$ cat src/rtl/vector_unpack.sv
// vector_unpack: 5-bit word to 3-bit symbol unpacker, MSB-first.
// Optional residue flush with zero padding under VECTOR_UNPACK_FLUSH_EN.
module vector_unpack (
  input  logic       clk,
  input  logic       rst_n,
  input  logic [4:0] in_data,
  input  logic       in_valid,
  output logic       in_ready,
  output logic [2:0] out_data,
  output logic       out_valid,
  input  logic       out_ready,
`ifdef VECTOR_UNPACK_FLUSH_EN
  input  logic       flush,
  output logic       out_pad,
`endif
  output logic [3:0] fill
);
  logic [7:0] sbuf, sbuf_n, sh;
  logic [3:0] cnt, cnt_n, cnt_sh;
  logic       pad, in_x, out_x;
`ifdef VECTOR_UNPACK_FLUSH_EN
  assign pad      = flush && (cnt == 4'd1 || cnt == 4'd2);
  assign out_pad  = pad;
  assign in_ready = cnt <= 4'd3 && !flush;
`else
  assign pad      = 1'b0;
  assign in_ready = cnt <= 4'd3;
`endif
  assign out_valid = cnt >= 4'd3 || pad;
  assign out_data  = sbuf[7:5];
  assign fill      = cnt;
  // Output shift is applied before the append so a word lands right behind the surviving bits.
  always_comb begin
    out_x  = out_valid && out_ready;
    in_x   = in_valid && in_ready;
    sh     = out_x ? (pad ? 8'd0 : sbuf << 3) : sbuf;
    cnt_sh = out_x ? (pad ? 4'd0 : cnt - 4'd3) : cnt;
    sbuf_n = in_x ? sh | ({in_data, 3'b000} >> cnt_sh) : sh;
    cnt_n  = in_x ? cnt_sh + 4'd5 : cnt_sh;
  end
  always_ff @(posedge clk or negedge rst_n) begin
    if (!rst_n) begin
      sbuf <= 8'd0;
      cnt  <= 4'd0;
    end else begin
      sbuf <= sbuf_n;
      cnt  <= cnt_n;
    end
  end
endmodule

$ cat config.mk
export PLATFORM = sky130hd
export DESIGN_NAME = vector_unpack
export DESIGN_NICKNAME = d
export VERILOG_FILES = /design/src/rtl/vector_unpack.sv
export SDC_FILE = /design/constraint.sdc
export NUM_CORES = 1
export LEC_CHECK = 0
export ABC_AREA = 0
export CORE_UTILIZATION = 51
export DETAILED_ROUTE_END_ITERATION = 6
export PLACE_DENSITY = 0.9
export SKIP_LAST_GASP = 1
export SLEW_MARGIN = 15
export SYNTH_ARGS = -nofsm -noshare
export SYNTH_HDL_FRONTEND = slang
export SYNTH_SLANG_ARGS = --single-unit
$ cat constraint.sdc
create_clock -name clk -period 2.25 [get_ports clk]
set_input_delay 0.225 -clock clk [delete_from_list [all_inputs] [get_ports clk]]
set_output_delay 0.225 -clock clk [all_outputs]
set_load 0.02 [all_outputs]
=== After elaboration in Yosys (flattened, before gate mapping) ===
Cells that the tools add are included.
W data, S select, Z words.

* Bits in registers: 12
* Output and inout bits: 9
* Logic and storage cells: 14

* Add/subtract/negate cells: 2
* Magnitude comparators: 2
* Shift-type cells: 1
* Multiplexer cells: 4
* Bitwise operators: 1
* Reductions and logical operators: 2

{| class="wikitable"
|+ Operators by type and width
! operator !! number
|-
| $mux W8 || 2
|-
| $mux W4 || 2
|-
| $or A8 B8 Y8 || 1
|-
| $shr A8 B4 Y8 || 1
|-
| $add A4 B3 Y4 const B || 1
|-
| $ge A4 B2 Y1 const B || 1
|-
| $le A4 B2 Y1 const B || 1
|-
| $sub A4 B2 Y4 const B || 1
|-
| $logic_and A1 B1 Y1 || 2
|}

=== Longest topological paths before layout ===
* Word-level depth: 6
* Depth in mapped cells: 8
* Depth with buffers taken out: 6

=== Worst setup path after synthesis ===
No wires, ideal clock.

* Path kind: register -> register
* Start point: reg cnt[0] (netlist: fill[0])
* End point: reg sbuf[2]
* Library setup time: 118 ps
* Arrival time: 2017 ps
* Required time: 2132 ps
* Path slack: 115 ps
* Stages on the path, launching flop included: 9
* Path buffers: 2
* Clock period less this slack: 2135 ps
* Path through: dfrtp_1 ha_1 buf_2 o31ai_4 xor2_2 buf_6 mux2i_1 a221oi_2 a21o_1

* Cells in the longest elaborated chain, start to end: 6
* Elaborated cells between the ends (all ways): 10
* Classes of those cells: add/sub (1); order compare (2); shift (1); mux (3); bitwise (1); reduce/logical (2)

{| class="wikitable"
|+ RTL lines
! what !! line !! source
|-
| start: declaration || 19 || <nowiki>logic [3:0] cnt, cnt_n, cnt_sh;</nowiki>
|-
| start signal: assignment || 47 || <nowiki>cnt <= cnt_n;</nowiki>
|-
| $ge A4 B2 Y1 || 29 || <nowiki>assign out_valid = cnt >= 4'd3 || pad;</nowiki>
|-
| $logic_and A1 B1 Y1 || 34 || <nowiki>out_x = out_valid && out_ready;</nowiki>
|-
| $mux W4 || 37 || <nowiki>cnt_sh = out_x ? (pad ? 4'd0 : cnt - 4'd3) : cnt;</nowiki>
|-
| $shr A8 B4 Y8 || 38 || <nowiki>sbuf_n = in_x ? sh | ({in_data, 3'b000} >> cnt_sh) : sh;</nowiki>
|-
| $or A8 B8 Y8 || 38 ||
|-
| $mux W8 (*) || 38 ||
|-
| named net sbuf_n[2] || 18 || <nowiki>logic [7:0] sbuf, sbuf_n, sh;</nowiki>
|-
| end signal: assignment || 46 || <nowiki>sbuf <= sbuf_n;</nowiki>
|-
| end: declaration || 18 ||
|}

Mark *: on every way through the listed nets, which the timed path passes. The rest lies on a longest branch.

=== Final worst setup path ===
* Start point: reg cnt[0] (netlist: fill[0])
* End point: reg cnt[2] (netlist: fill[2])

* Cells in the longest elaborated chain, start to end: 5
* Elaborated cells between the ends (all ways): 8
* Classes of those cells: add/sub (2); order compare (2); mux (2); reduce/logical (2)

{| class="wikitable"
|+ RTL lines
! what !! line !! source
|-
| $ge A4 B2 Y1 || 29 ||
|-
| $logic_and A1 B1 Y1 || 34 ||
|-
| $mux W4 || 37 ||
|-
| $add A4 B3 Y4 || 39 || <nowiki>cnt_n = in_x ? cnt_sh + 4'd5 : cnt_sh;</nowiki>
|-
| $mux W4 (*) || 39 ||
|-
| named net cnt_n[2] || 19 ||
|}

Marked as above.

==> flow_metrics.env <==
export IMPL_first_iter_violations=47
export IMPL_drcViolationCount=0
export IMPL_min_path_type="in2async"
export IMPL_synthTopCellsByArea="dfrtp_1 (32%), mux2i_1 (15%), o21ai_1 (4.8%)"
export IMPL_timing_slew_headroom=0.632
export IMPL_synth_edf_count=0
export IMPL_grt_pass1_vias=786
export IMPL_totalWireLength_um=2350
export IMPL_syn_inst=103
export IMPL_leakage_nw=0.509
export IMPL_gr_total_overflow=0
export IMPL_pre_cts_ws_ns=0.169
export IMPL_drv_cap=0
export IMPL_grt_usage=0.251
export IMPL_dp_cells=141
export IMPL_via_per_inst=6.08
export IMPL_timing_final_ws_setup_ns=0.148
export IMPL_crit_path_start_kind="register"
export IMPL_ys_ff_latch=12
export IMPL_worst_path_max_fanout=10
export IMPL_clock_sinks=12
export IMPL_grt_pass1_wl_um=3560
export IMPL_die_area_mm2=0.00203
export IMPL_antenna_found_initial=0
export IMPL_power_density_mw_per_mm2=1570
export IMPL_cts_root_buf="clkbuf_4"
export IMPL_num_rows=15
export IMPL_clock_fmax_mhz=476
export IMPL_cts_setup_buffers=0
export IMPL_clock_skew_ns=0.00691
export IMPL_cts_hold_buffers=0
export IMPL_synth_ff_type="dfrtp_1"
export IMPL_ir_drop_v=0.00136
export IMPL_synthDistinctLibCells=41
export IMPL_core_mm2=0.00173
export IMPL_postRouteAntennaNets=0
export IMPL_fin_crit_ns=2.10
export IMPL_crit_arrival_ns=2.30
export IMPL_crit_required_ns=2.45
export IMPL_fin_area_mm2=0.00116
export IMPL_layout_common_cells="clkdlybuf4s50_1 (17), mux2i_1 (13), dfrtp_1 (12), nand2_1 (11), o21ai_1 (9)"
export IMPL_yosys_area_top_type="dfrtp_1"
export IMPL_dp_hpwl_um=1740
export IMPL_grt_max_degree=13
export IMPL_ctsHtreeMaxLevel=1
export IMPL_async_flop_share=1.00
export IMPL_final_hold_viol_count=0
export IMPL_final_nets=131
export IMPL_wl_per_cell_um=16.3
export IMPL_yosysSeqAreaShare=0.317
export IMPL_portBuffers=17
export IMPL_setup_tns_ns=0
export IMPL_syn_to_final_growth_pct=22.3
export IMPL_finalWeightedCongestion=0.933
export IMPL_die_x_um=45.1
export IMPL_syn_area_per_cell_um2=9.20
export IMPL_rsz0062_at_grt="no"
export IMPL_drive_gt1_frac=0.143
export IMPL_final_cell_count_no_fill=144
export IMPL_cts_buffers=3
export IMPL_vias=875
export IMPL_run_status="finished, final reports clean"
export IMPL_placed_area_mm2=0.00113
export IMPL_clock_latency_ns=0.28
export IMPL_total_power_mw=1.82
export IMPL_final_core_utilization=0.671
export IMPL_first_pass_iters=4
export IMPL_tightest_slew_ns=0.550
export IMPL_io_pins=18
export IMPL_setup_viol=0
export IMPL_whs_ns=0.300
export IMPL_cts_tree="done"
export IMPL_dieHeight_um=45.1
export IMPL_n_antenna_cell=0
export IMPL_clockBufferDepth=2
export IMPL_path_class="reg2reg"
export IMPL_yosys_warnings=0
export IMPL_synth_area_um2=947
export IMPL_clk_pin_slew_worst_paths_ns=0.08
export IMPL_end_kind="register"
export IMPL_synth_fp_nets=113
export IMPL_synth_top_area_share=0.317
export IMPL_cts_resized=0
export IMPL_final_common_cell="clkdlybuf4s50_1"
export IMPL_period_share=0.934
export IMPL_slew_viol_final=0
export IMPL_initial_core_util=0.549
path summary, 6_finish.rpt:
path                       startpoint       to  slack [ns]  depth (start not counted)
setup / recovery              fill[0]  fill[2]        0.15                          7
setup reg to reg              fill[0]  fill[2]        0.15                          7
hold reg to reg               sbuf[2]  sbuf[2]        0.50                          1
min in group clk              sbuf[2]  sbuf[2]        0.50                          1
max in group asynchronous       rst_n  fill[1]        1.58                          1
hold / removal                  rst_n  sbuf[2]        0.30                          1
power breakdown:
group / internal [mW] / switching [mW]
sequential: 0.307 / 0.0650
clock: 0.0621 / 0.0730
combinational: 0.586 / 0.725
total: 0.955 / 0.863
cell families (layout without fill, tap and decap cells):
family	after synthesis	in the layout	synth area share
compound gates	30	30	0.225
simple gates	27	27	0.140
mux	15	15	0.172
buf+inv	14	30	0.0885
flops	12	12	0.317
xor+xnor	4	4	0.0449
fa+ha+maj	1	1	0.0132
state kept, by name, summed over array words and instances (netlist names):
register  cells
fill          4
sbuf          8
area by class of cell:
cell class	instances	area, um^2
clock buffers	3	22.5
fillers	133	568
inverters	2	7.51
multi-input cells	77	567
flip-flops and latches	12	300
well taps	25	31.3
repair buffers	25	230
synthesized netlist by cell type (2+ instances only):
library cell	instances
a21oi_1	3
buf_1	2
buf_4	4
buf_6	2
clkbuf_1	3
dfrtp_1	12
inv_1	2
mux2i_1	14
nand2_1	11
nand2b_1	2
nand3_1	2
nor2_1	4
o21ai_0	2
o21ai_1	9
o22ai_1	4
xor2_1	2
critical path: stages (launching register included):
cell      delay [ns]
dfrtp_1         0.39
ha_1            0.32
o31ai_4         0.29
buf_4           0.26
mux2i_2         0.34
o21ai_1         0.12
o21ai_1         0.13
a21boi_1        0.17
per-layer routing:
| metal | part of all wire | wire length, um | track usage | vias up |
|---|---|---|---|---|
| li1 | - | - | - | 404 |
| met1 | 0.42 | 995 | 0.314 | 427 |
| met2 | 0.51 | 1190 | 0.429 | 38 |
| met3 | 0.056 | 133 | 0.0360 | 6 |
| met4 | 0.014 | 34 | 0.109 | 0 |
| met5 | 0 | 0 | 0 | - |
Note: power is estimated with default switching activity, not from simulation.
